==> src/rtl/mult_arb_pkg.sv <==
// mult_arb_pkg: shared types and default parameters for the two-requester
// multiplier arbiter.
//   NUM_REQ     - number of requesters sharing the multiplier core
//   DEF_OPW     - default operand width (product width is 2*OPW)
//   DEF_TIMEOUT - default RUN-cycle budget when MULT_ARB_TIMEOUT_EN is defined
//   arb_state_t - controller states
//   req_onehot  - requester index to one-hot vector
package mult_arb_pkg;

  localparam int unsigned NUM_REQ     = 2;
  localparam int unsigned DEF_OPW     = 8;
  localparam int unsigned DEF_TIMEOUT = 32;

  typedef enum logic [1:0] {
    IDLE = 2'd0,
    LOAD = 2'd1,
    RUN  = 2'd2,
    RESP = 2'd3
  } arb_state_t;

  // Requester index to one-hot request/response vector.
  function automatic logic [NUM_REQ-1:0] req_onehot(input logic idx);
    logic [NUM_REQ-1:0] v;
    v      = '0;
    v[idx] = 1'b1;
    return v;
  endfunction

endpackage : mult_arb_pkg

==> src/rtl/mult_arbiter_rr_pick.sv <==
// rr_pick: combinational 2-way round-robin picker.
// Ports:
//   req   in  [1:0] pending requests
//   last  in        index of the requester served most recently
//   grant out [1:0] one-hot winner, or zero when nothing is requested
//   idx   out       winner index (0 when nothing is requested)
module rr_pick
  import mult_arb_pkg::*;
(
  input  logic [NUM_REQ-1:0] req,
  input  logic               last,
  output logic [NUM_REQ-1:0] grant,
  output logic               idx
);

  // A lone request always wins; on a tie the requester not served last wins.
  always_comb begin
    idx   = 1'b0;
    grant = '0;
    if (req == 2'b11) begin
      idx = ~last;
    end else begin
      idx = req[1];
    end
    if (req != '0) begin
      grant = req_onehot(idx);
    end
  end

endmodule : rr_pick

==> src/rtl/mult_arbiter.sv <==
// mult_arbiter: shares one signed OPWxOPW shift-add multiplier core between two
// requesters. Operand pairs are accepted over valid/ready, arbitrated
// round-robin, sent to the core with a single start pulse, and the product is
// returned to the winning requester over valid/ready.
//
// Optional feature macro: MULT_ARB_TIMEOUT_EN
//   defined   - RUN is aborted after TIMEOUT cycles without mul_done; the
//               response then carries rsp_data=0 and rsp_err=1.
//   undefined - RUN waits indefinitely and rsp_err is tied low.
//
// Ports:
//   Clk, Reset              clock, synchronous active-high reset
//   req_valid[1:0]          request pending per requester
//   req_a, req_b[2*OPW-1:0] operands, requester i at bits [i*OPW +: OPW]
//   req_ready[1:0]          combinational grant in IDLE, at most one bit high
//   rsp_valid[1:0]          result available for the owner, at most one high
//   rsp_ready[1:0]          requester consumes result
//   rsp_data[2*OPW-1:0]     product, passed through unmodified
//   rsp_err                 result aborted by timeout
//   mul_start               one-cycle start pulse to the core
//   mul_a, mul_b[OPW-1:0]   operands to the core, held from start to done
//   mul_done, mul_result    completion pulse and product from the core
//   busy                    high in every state except IDLE
module mult_arbiter
  import mult_arb_pkg::*;
#(
  parameter int unsigned OPW     = DEF_OPW,
  parameter int unsigned TIMEOUT = DEF_TIMEOUT
) (
  input  logic                   Clk,
  input  logic                   Reset,
  input  logic [NUM_REQ-1:0]     req_valid,
  input  logic [NUM_REQ*OPW-1:0] req_a,
  input  logic [NUM_REQ*OPW-1:0] req_b,
  output logic [NUM_REQ-1:0]     req_ready,
  output logic [NUM_REQ-1:0]     rsp_valid,
  input  logic [NUM_REQ-1:0]     rsp_ready,
  output logic [2*OPW-1:0]       rsp_data,
  output logic                   rsp_err,
  output logic                   mul_start,
  output logic [OPW-1:0]         mul_a,
  output logic [OPW-1:0]         mul_b,
  input  logic                   mul_done,
  input  logic [2*OPW-1:0]       mul_result,
  output logic                   busy
);

  localparam int unsigned PW = 2 * OPW;

  // Degenerate configurations are rejected at elaboration.
  if (OPW == 0 || TIMEOUT == 0) begin : g_param_chk
    $error("mult_arbiter: OPW and TIMEOUT must be nonzero");
  end

  arb_state_t         state_q, state_d;
  logic               owner_q, owner_d;
  logic               last_q,  last_d;
  logic [OPW-1:0]     mul_a_q, mul_a_d;
  logic [OPW-1:0]     mul_b_q, mul_b_d;
  logic [PW-1:0]      rsp_data_q, rsp_data_d;

  logic [NUM_REQ-1:0] pick_grant;
  logic               pick_idx;
  logic [OPW-1:0]     sel_a;
  logic [OPW-1:0]     sel_b;

`ifdef MULT_ARB_TIMEOUT_EN
  localparam int unsigned CNT_W = $clog2(TIMEOUT + 1);
  logic [CNT_W-1:0]   cnt_q, cnt_d;
  logic               rsp_err_q, rsp_err_d;
`endif

  rr_pick u_pick (
    .req   (req_valid),
    .last  (last_q),
    .grant (pick_grant),
    .idx   (pick_idx)
  );

  // Operands of the current picker winner.
  assign sel_a = pick_idx ? req_a[2*OPW-1:OPW] : req_a[OPW-1:0];
  assign sel_b = pick_idx ? req_b[2*OPW-1:OPW] : req_b[OPW-1:0];

  // State register.
  always_ff @(posedge Clk) begin
    if (Reset) begin
      state_q <= IDLE;
    end else begin
      state_q <= state_d;
    end
  end

  // Transaction registers; last starts at 1 so requester 0 wins the first tie.
  always_ff @(posedge Clk) begin
    if (Reset) begin
      owner_q    <= 1'b0;
      last_q     <= 1'b1;
      mul_a_q    <= '0;
      mul_b_q    <= '0;
      rsp_data_q <= '0;
    end else begin
      owner_q    <= owner_d;
      last_q     <= last_d;
      mul_a_q    <= mul_a_d;
      mul_b_q    <= mul_b_d;
      rsp_data_q <= rsp_data_d;
    end
  end

`ifdef MULT_ARB_TIMEOUT_EN
  // RUN-cycle counter and abort flag.
  always_ff @(posedge Clk) begin
    if (Reset) begin
      cnt_q     <= '0;
      rsp_err_q <= 1'b0;
    end else begin
      cnt_q     <= cnt_d;
      rsp_err_q <= rsp_err_d;
    end
  end
`endif

  // Next-state and register updates.
  always_comb begin
    state_d    = state_q;
    owner_d    = owner_q;
    last_d     = last_q;
    mul_a_d    = mul_a_q;
    mul_b_d    = mul_b_q;
    rsp_data_d = rsp_data_q;
`ifdef MULT_ARB_TIMEOUT_EN
    cnt_d      = cnt_q;
    rsp_err_d  = rsp_err_q;
`endif
    case (state_q)
      IDLE: begin
        if (pick_grant != '0) begin
          owner_d = pick_idx;
          mul_a_d = sel_a;
          mul_b_d = sel_b;
          state_d = LOAD;
        end
      end
      LOAD: begin
`ifdef MULT_ARB_TIMEOUT_EN
        cnt_d   = '0;
`endif
        state_d = RUN;
      end
      RUN: begin
        if (mul_done) begin
          rsp_data_d = mul_result;
`ifdef MULT_ARB_TIMEOUT_EN
          rsp_err_d  = 1'b0;
`endif
          state_d    = RESP;
        end
`ifdef MULT_ARB_TIMEOUT_EN
        // The TIMEOUT-th RUN cycle without done aborts the operation.
        else if (cnt_q == CNT_W'(TIMEOUT - 1)) begin
          rsp_data_d = '0;
          rsp_err_d  = 1'b1;
          state_d    = RESP;
        end else begin
          cnt_d = cnt_q + CNT_W'(1);
        end
`endif
      end
      RESP: begin
        if (rsp_ready[owner_q]) begin
          last_d  = owner_q;
          state_d = IDLE;
        end
      end
      default: begin
        state_d = IDLE;
      end
    endcase
  end

  // State-decoded outputs; the grant is withheld while Reset is asserted.
  always_comb begin
    req_ready = '0;
    rsp_valid = '0;
    mul_start = 1'b0;
    busy      = 1'b1;
    case (state_q)
      IDLE: begin
        busy = 1'b0;
        if (!Reset) begin
          req_ready = pick_grant;
        end
      end
      LOAD: begin
        mul_start = 1'b1;
      end
      RESP: begin
        rsp_valid = req_onehot(owner_q);
      end
      default: begin
      end
    endcase
  end

  assign mul_a    = mul_a_q;
  assign mul_b    = mul_b_q;
  assign rsp_data = rsp_data_q;

`ifdef MULT_ARB_TIMEOUT_EN
  assign rsp_err = rsp_err_q;
`else
  assign rsp_err = 1'b0;
`endif

endmodule : mult_arbiter

==> config.mk <==
export PLATFORM = sky130hd
export DESIGN_NAME = mult_arbiter
export DESIGN_NICKNAME = d
export VERILOG_FILES = /design/src/rtl/mult_arb_pkg.sv /design/src/rtl/mult_arbiter_rr_pick.sv /design/src/rtl/mult_arbiter.sv
export SDC_FILE = /design/constraint.sdc
export NUM_CORES = 1
export LEC_CHECK = 0
export CORE_MARGIN = 8
export CORE_UTILIZATION = 37
export CTS_CLUSTER_DIAMETER = 30
export DETAILED_ROUTE_END_ITERATION = 10
export PLACE_DENSITY = 0.79
export SYNTH_ARGS = -nofsm -noshare
export SYNTH_HDL_FRONTEND = slang
export SYNTH_HIERARCHICAL = 1
export SYNTH_SLANG_ARGS = --single-unit
==> constraint.sdc <==
create_clock -name Clk -period 1.6 [get_ports Clk]
set_input_delay 0.48 -clock Clk [delete_from_list [all_inputs] [get_ports Clk]]
set_output_delay 0.48 -clock Clk [all_outputs]
set_load 0.02 [all_outputs]
# Yosys cells after proc, flatten, opt, wreduce, memory -nomap -nowiden
# Cells that the tools add are included.
[word_totals] regBits=36 input_bits=55 word_cells=46
[op_classes] magnitude_cmp=4 n_eq_ne=7 muxes=19 bitwise=1 n_reduce_logical=9
[op_table] op="$mux 8" n=2
[op_table] op="$mux 2" n=7
[op_table] op="$pmux 2 s4" n=1
[op_table] op="$mux 1" n=7
[op_table] op="$eq 2x2->1 const B" n=3
[op_table] op="$ne 2x2->1 const B" n=3
[op_table] op="$reduce_and 2->1" n=3
[op_table] op="$lt 1x2->1 const B" n=2
[op_table] op="$reduce_bool 2->1" n=2
[op_table] op="$reduce_and 3->1" n=1
[op_table] op="$demux 1 s1" n=2
[op_table] op="$eq 2x1->1 const B" n=1
[op_table] op="$ge 1x1->1 const B" n=2
[op_table] op="$logic_and 1x1->1" n=2
[op_table] op="$logic_not 2->1" n=1
[op_table] op="$not 1->1" n=1

# Depth between registers and ports, before layout
# Gate-level depths: netlist of the first run.
[depth] ltp_word=10 ltp_mapped=7 mapped_depth_nobuf=5

# Cells and area by module
# The synthesis of the first run kept the hierarchy.
[modules_own_cells] module="mult_arbiter" instances=1 cells_each=177 area_each_um2=1556.5 seq_area_each_um2=720.7
[modules_own_cells] module="rr_pick" instances=1 cells_each=4 area_each_um2=26.3 seq_area_each_um2=0.0

# Worst setup path after synthesis of the first run
# No wires, ideal clock.
[synth_path] kind="input to output" from="input port Reset" to="output port req_ready[0]" arrival_ns=1.038 t_required_ns=1.120 slack_ns=0.082 path_stages=3 path_buffers=1 path_cell_list="clkbuf_1 > inv_1 > and3_1"
[synth_between] elab_chain_cells=2
[synth_rtl] element="start, declared" line_no="mult_arbiter.sv:31" source="input logic Reset,"
[synth_rtl] element="$mux 2" line_no="mult_arbiter.sv:190" source="if (!Reset) begin"
[synth_rtl] element="$mux 2" line_no="mult_arbiter.sv:187" source="case (state_q)"
[synth_rtl] element="end, declared" line_no="mult_arbiter.sv:35" source="output logic [NUM_REQ-1:0] req_ready,"
# Every way passes these cells.

# Final worst setup path of the first run
[layout_path] from="register last_q" to="output port req_ready[0]"
[layout_between] elab_chain_cells=9
[layout_rtl] element="start, declared" line_no="mult_arbiter.sv:57" source="logic last_q, last_d;"
[layout_rtl] element="start signal, assigned" line_no="mult_arbiter.sv:103" source="last_q <= last_d;"
[layout_rtl] element="$not 1->1 *" line_no="mult_arbiter_rr_pick.sv:21" source="idx = ~last;"
[layout_rtl] element="$mux 1 *" line_no="mult_arbiter_rr_pick.sv:20" source="if (req == 2'b11) begin"
[layout_rtl] element="$lt 1x2->1 (not written as such) / $ge 1x1->1 (equally long branches)" line_no="mult_arb_pkg.sv:25" source="v[idx] = 1'b1;"
[layout_rtl] element="$logic_and 1x1->1 (not written as such)" line_no="mult_arb_pkg.sv:25"
[layout_rtl] element="$mux 1 (not written as such)" line_no="mult_arb_pkg.sv:25"
[layout_rtl] element="$demux 1 s1 *"
[layout_rtl] element="$mux 2 *" line_no="mult_arbiter_rr_pick.sv:25" source="if (req != '0) begin"
[layout_rtl] element="via pick_grant[0]" line_no="mult_arbiter.sv:62" source="logic [NUM_REQ-1:0] pick_grant;"
[layout_rtl] element="$mux 2 *" line_no="mult_arbiter.sv:190"
[layout_rtl] element="$mux 2 *" line_no="mult_arbiter.sv:187"
# The timed path passes the listed nets; every way through them passes the cells marked *.

==> run metrics, run 1 <==
Syn Inst Count=~180; initial antenna violation count=0; Post-Syn Nets=240; first-pass GRT wire length=about 7800 µm; Starting Density=39.0%; Post-synth EDFFs=0; Hold Vio Cnt, Final=0; final net count=about 350; 1st-iter DRT viols=slightly above 40; via count=approximately 1.6k; RSZ-0062 raised after global routing=true; core area=between 4000 and 5000 µm²; Die ar.=between 6000 and 7000 µm²; CP Max Fanout=4; final worst path period share=101%; CTS tree=built; Final setup viols=3; Seq/Total Area, Yosys=between 40% and 50%; root buf cell=clkbuf_8; largest net degree at the start of global routing=37; DIE WIDTH=between 80 and 90 µm; CP Data Required Time=1120 ps; Synth async-reset ratio=0%; htree depth=2; Die Y=~81 µm; # IOs=94; RePlAce Congestion=0.746; Crit path largest cell delay=380 ps; failing checks=setup timing; remaining antenna violation count=0; CP Capture Type=primary output; vias in the first global route=between 1.5k and 2k; antenna fix cells=0; final instance area=roughly 2900 µm²; wire per inst=between 10 and 15 µm; Slowest-stage cell, CP=dfxtp_4; post-place instance area=2700 µm²; Via density=~4.7; yosys warns=6; Mean Syn Cell Area=8.74 µm²; drt drc=0; Max clock buf depth=2; status=complete, but fails checks; Setup CP Type=flop to primary output; Post-Synthesis Cell Area=about 1600 µm²; Worst Path Arrival=between 1000 and 1500 ps; hold crit path type=flop to flop; CTS buffer count=5; pwr/cell area=~1300 nW/µm²; GRT Residual Overflow=0; Clock transition at path regs=~70 ps; Main synth FF type=dfxtp_1; total wire length=around 4900 µm; Post-DP HPWL=between 3000 and 4000 µm; Final WS setup=-20.4 ps; Layout area overhead=81.5%; I/O Buffers=approximately 90; Layout Skew=5.47 ps; DR pass1 iterations=4; CP Cell Sequence=inv_2 -> a21boi_2 -> and3_4 -> buf_6; crit path time final=1620 ps; Pins Over Slew Limit=0; Max Cap Viol=0; layout cell share with drive strength beyond 1=20.3%; Row Count=23; Total GRT Usage=about 15%; synth unique cells=24; Max Clock Freq=617 MHz; pre-CTS setup slack=-847 ps; Clk Latency, worst-skew pair=280 ps; Max VDD drop=0.722 mV; Lkg Pwr=1.27 nW; clk sinks=36; Worst Setup Start Kind=flop; Seq cells post-synth=36
## sequential cells by signal (all words and copies together), names as in the netlist
signal and flops:
state_q 2, mul_a 8, last_q 1, owner_q 1
rsp_data 16, mul_b 8
## through the flow
step                      instances  util, %  total power [mW]  hold WS, ps  setup TNS [ps]
final                           340     70.8              3.75          451           -52.0
after detailed placement        329     66.4              3.04          448          -12470
after CTS                       340     70.7              3.77          454            -102
after global routing            340     70.8              4.00          471            -238
after global placement          329     66.4              3.00          441          -10340
after floorplan                 181        -              2.15          482               0
## synth_stat cells (2+ instances only)
cell type	instances	area (µm²)
a211oi_1	16	120
a21boi_1	3	22.5
a21oi_1	18	90.1
and3_1	2	12.5
buf_2	3	15.0
buf_4	4	30.0
clkbuf_1	6	22.5
dfxtp_1	36	721
ha_1	4	50.1
inv_1	6	22.5
mux2i_1	19	190
nand2_1	34	128
nand2b_1	2	12.5
nor2_1	18	67.6
## final cells by class
class / count / area (µm²)
clock inverter: 2 / 10.0
clock buffer: 6 / 82.6
inverter: 6 / 27.5
fill: 317 / 1180
sequential: 36 / 732
tap: 50 / 62.6
timing repair buffer: 115 / 1110
multi-input combinational: 125 / 845
## timing repair
item	CTS	global route
setup buffers	2	1
setup endpoints to repair	57	8
endpoints found under the hold margin	0	0
gates resized for setup	96	7
hold buffers	0	0
gates cloned	1	0
pin swaps	4	3
## power breakdown
part / switching [mW] / total, mW / internal (mW)
combinational: 0.910 / 1.82 / 0.913
sequential: 0.140 / 1.27 / 1.13
clock: 0.307 / 0.650 / 0.343
## worst max-delay path: cells and delay by family (launching register included)
| family | cells | cell delay, ps |
|---|---|---|
| flops | 1 | 380 |
| simple gates | 1 | 190 |
| buf+inv | 2 | 150 |
| compound gates | 1 | 150 |
## layout by cell type, fill, tap and decap left out, drive strengths merged, types with 2 or more instances in the layout
master         Yosys  routed
clkdlybuf4s50      0      51
dfxtp             36      36
nand2             34      34
dlygate4sd2        0      33
buf                7      31
mux2i             19      19
a21oi             18      18
nor2              18      18
a211oi            16      16
clkbuf             7       6
inv                6       6
ha                 4       4
a21boi             3       3
and3               2       2
nand2b             2       2
clkinv             0       2
and2               2       2
## cells by family after synthesis
kind of cell    Yosys count  synth area share [%]
other cells               1                 0.237
flops                    36                  45.5
fa+ha+maj                 4                  3.16
buf+inv                  20                  6.17
compound gates           42                  17.6
mux                      19                  12.0
simple gates             59                  15.3
## per-layer routing
| layer | share of wire, % | vias to the layer above | global-route usage, % | routed length (µm) |
|---|---|---|---|---|
| met4 | 0.49 | 0 | 3.75 | 24 |
| met3 | 12 | 2 | 8.17 | 596 |
| met5 | 0 | - | 0 | 0 |
| li1 | - | 825 | - | - |
| met1 | 40 | 716 | 15.6 | 1950 |
| met2 | 47 | 66 | 25.5 | 2290 |
## worst paths after layout
check,cells after the start,to,slack (ps),startpoint
min reg2reg,2,rsp_data[11],450,rsp_data[11]
max reg2reg,7,state_q[1],90,last_q
max,4,req_ready[0],-20,last_q
min,2,rsp_data[11],450,rsp_data[11]
Note: power is estimated with default switching activity, not from simulation.
==> inputs of run 2 (changes only) <==
--- a/config.mk
+++ b/config.mk
@@ -10,6 +10,7 @@
 export CTS_CLUSTER_DIAMETER = 30
 export DETAILED_ROUTE_END_ITERATION = 10
 export PLACE_DENSITY = 0.79
+export RECOVER_POWER = 100
 export SYNTH_ARGS = -nofsm -noshare
 export SYNTH_HDL_FRONTEND = slang
 export SYNTH_HIERARCHICAL = 1
==> run metrics, run 2 (synthesis results as in run 1) <==
final worst path period share=101% (about the same); Hold Vio Cnt, Final=0 (unchanged); Row Count=23 (unchanged); multi-input logic area=845 µm² (unchanged); sequential power share=34.5% (+0.5 points); Largest register FFs=16 (unchanged); drt drc=0 (unchanged); Worst Path Arrival=1140 ps (about the same); pre-CTS setup slack=-847 ps (unchanged); layout cell share with drive strength beyond 1=20.0% (-0.34 points); Final setup viols=3 (unchanged); Post-DP HPWL=3680 µm (unchanged); Lkg Pwr=1.26 nW (-1.0%); Die Y=81.4 µm (unchanged); post-layout util=70.0% (-0.77 points); final cell count without fillers=340 (unchanged); # IOs=94 (unchanged); CP Data Required Time=1120 ps (about the same); Placed Cells incl. Taps=329 (unchanged); vias in the first global route=1709 (unchanged); 1st-iter DRT viols=42 (+2.4%); RePlAce Congestion=0.746 (unchanged); antenna fix cells=0 (unchanged); CP Capture Type=primary output; CTS buffer count=5 (unchanged); final instance area=2840 µm² (-1.1%); Starting Density=39.0% (unchanged); Final WS setup=-21.9 ps (-1.48 ps); Filler Cells Inserted=323 (+1.9%); Total GRT Usage=14.9% (unchanged); crit path time final=1620 ps (+1.48 ps); htree depth=2 (unchanged); CP Max Fanout=4 (unchanged); GRT Residual Overflow=0 (unchanged); Net Sw Frac=36.5% (+0.26 points); Layout Skew=6.04 ps (+0.570 ps); remaining antenna violation count=0 (unchanged); Clk network pwr share=17.6% (+0.2 points); Clk Latency, worst-skew pair=280 ps (about the same); leading cell types in the layout, fill and taps excluded=clkdlybuf4s50_1 (50), nand2_1 (34), dlygate4sd2_1 (33), dfxtp_1 (33), mux2i_1 (19); clk sinks=36 (unchanged); Setup CP Type=flop to primary output; leading cell type in the layout, fill and taps excluded=clkdlybuf4s50_1; NetSw=1.35 mW (-0.74%); post-place instance area=2700 µm² (unchanged); root buf cell=clkbuf_8; Clock transition at path regs=70 ps (about the same); Max VDD drop=0.720 mV (-0.17%); pwr/cell area=1300 nW/µm² (-0.35%); Max clock buf depth=2 (unchanged); Cell Int Power=2.35 mW (-1.8%); DR pass1 iterations=4 (unchanged); Via density=4.73 (-0.12%); I/O Buffers=92 (unchanged); Pins Over Slew Limit=0 (unchanged); first-pass GRT wire length=7850 µm (unchanged); core area=4060 µm² (unchanged); Die ar.=6630 µm² (unchanged); initial antenna violation count=0 (unchanged); Setup Total Neg Slack=-53.0 ps (-1.04 ps); largest net degree at the start of global routing=37 (unchanged); status=complete, but fails checks; Max Cap Viol=0 (unchanged); final net count=348 (unchanged); failing checks=setup timing; total wire length=4850 µm (-0.31%); Max Clock Freq=617 MHz (about the same); Worst Setup Start Kind=flop; RSZ-0062 raised after global routing=true; CTS tree=built; Comb pwr share=47.9% (-0.8 points); DIE WIDTH=81.4 µm (unchanged); wire per inst=14.3 µm (-0.31%); register area=732 µm² (unchanged); Layout area overhead=79.5%; via count=1607 (-0.12%); hold crit path type=flop to flop
==> run 2: per-stage QoR <==
step	hold WS, ps	total power [mW]
2_1_floorplan	482	2.15
3_3_place_gp	441	3.00
3_5_place_dp	448	3.04
4_1_cts	454	3.77
5_1_grt	471	3.95
6_report	450	3.69
==> run 2: layout make-up <==
cell class              count  share of cell area (%)
flip-flops and latches     36                    25.8
well taps                  50                    2.20
inverters                   6                   0.969
repair buffers            115                    38.1
multi-input cells         125                    29.7
clock inverters             2                   0.352
clock buffers               6                    2.91
==> run 2: final timing paths <==
check                               endpoint          from  slack, ps  cells past startpoint
worst min-delay path            rsp_data[11]  rsp_data[11]        450                      2
worst max register to register      mul_a[0]        last_q         40                      7
worst max-delay path            req_ready[1]    state_q[1]        -20                      4
worst min register to register  rsp_data[11]  rsp_data[11]        450                      2
==> run 2: worst max-delay path: stages, from the launching register on <==
cell	delay, ps
dfxtp_4	380
inv_4	40
ha_4	160
and3_4	150
buf_6	120
==> run 2: power by group through the flow <==
stage	Combinational [mW]	Sequential, mW	Clock [mW]
2_1_floorplan	0.657	1.49	0
3_3_place_gp	1.75	1.25	0
3_5_place_dp	1.78	1.26	0
4_1_cts	1.84	1.26	0.674
5_1_grt	1.91	1.31	0.724
6_report	1.77	1.27	0.649
==> run 2: timing repair <==
action                                  in CTS  in global routing
buffers inserted                             2                  1
pin swaps                                    4                  3
hold buffers                                 0                  0
endpoints found under the setup margin      57                  8
gates resized for setup                     96                  7
gates cloned                                 1                  0
==> run 2: routing by layer <==
metal | global-route usage [%] | part of all wire, % | up-vias
met2 | 25.5 | 47 | 66
met5 | 0 | 0 | -
li1 | - | - | 823
met3 | 8.17 | 13 | 2
met1 | 15.6 | 40 | 716
met4 | 3.75 | 0.49 | 0
==> inputs of run 3 (changes only) <==
--- a/config.mk
+++ b/config.mk
@@ -10,7 +10,6 @@
 export CTS_CLUSTER_DIAMETER = 30
 export DETAILED_ROUTE_END_ITERATION = 10
 export PLACE_DENSITY = 0.79
-export RECOVER_POWER = 100
 export SYNTH_ARGS = -nofsm -noshare
 export SYNTH_HDL_FRONTEND = slang
 export SYNTH_HIERARCHICAL = 1
==> results of run 3 <==
Same layout as run 1: the final DEF is identical, and so are final timing and power.
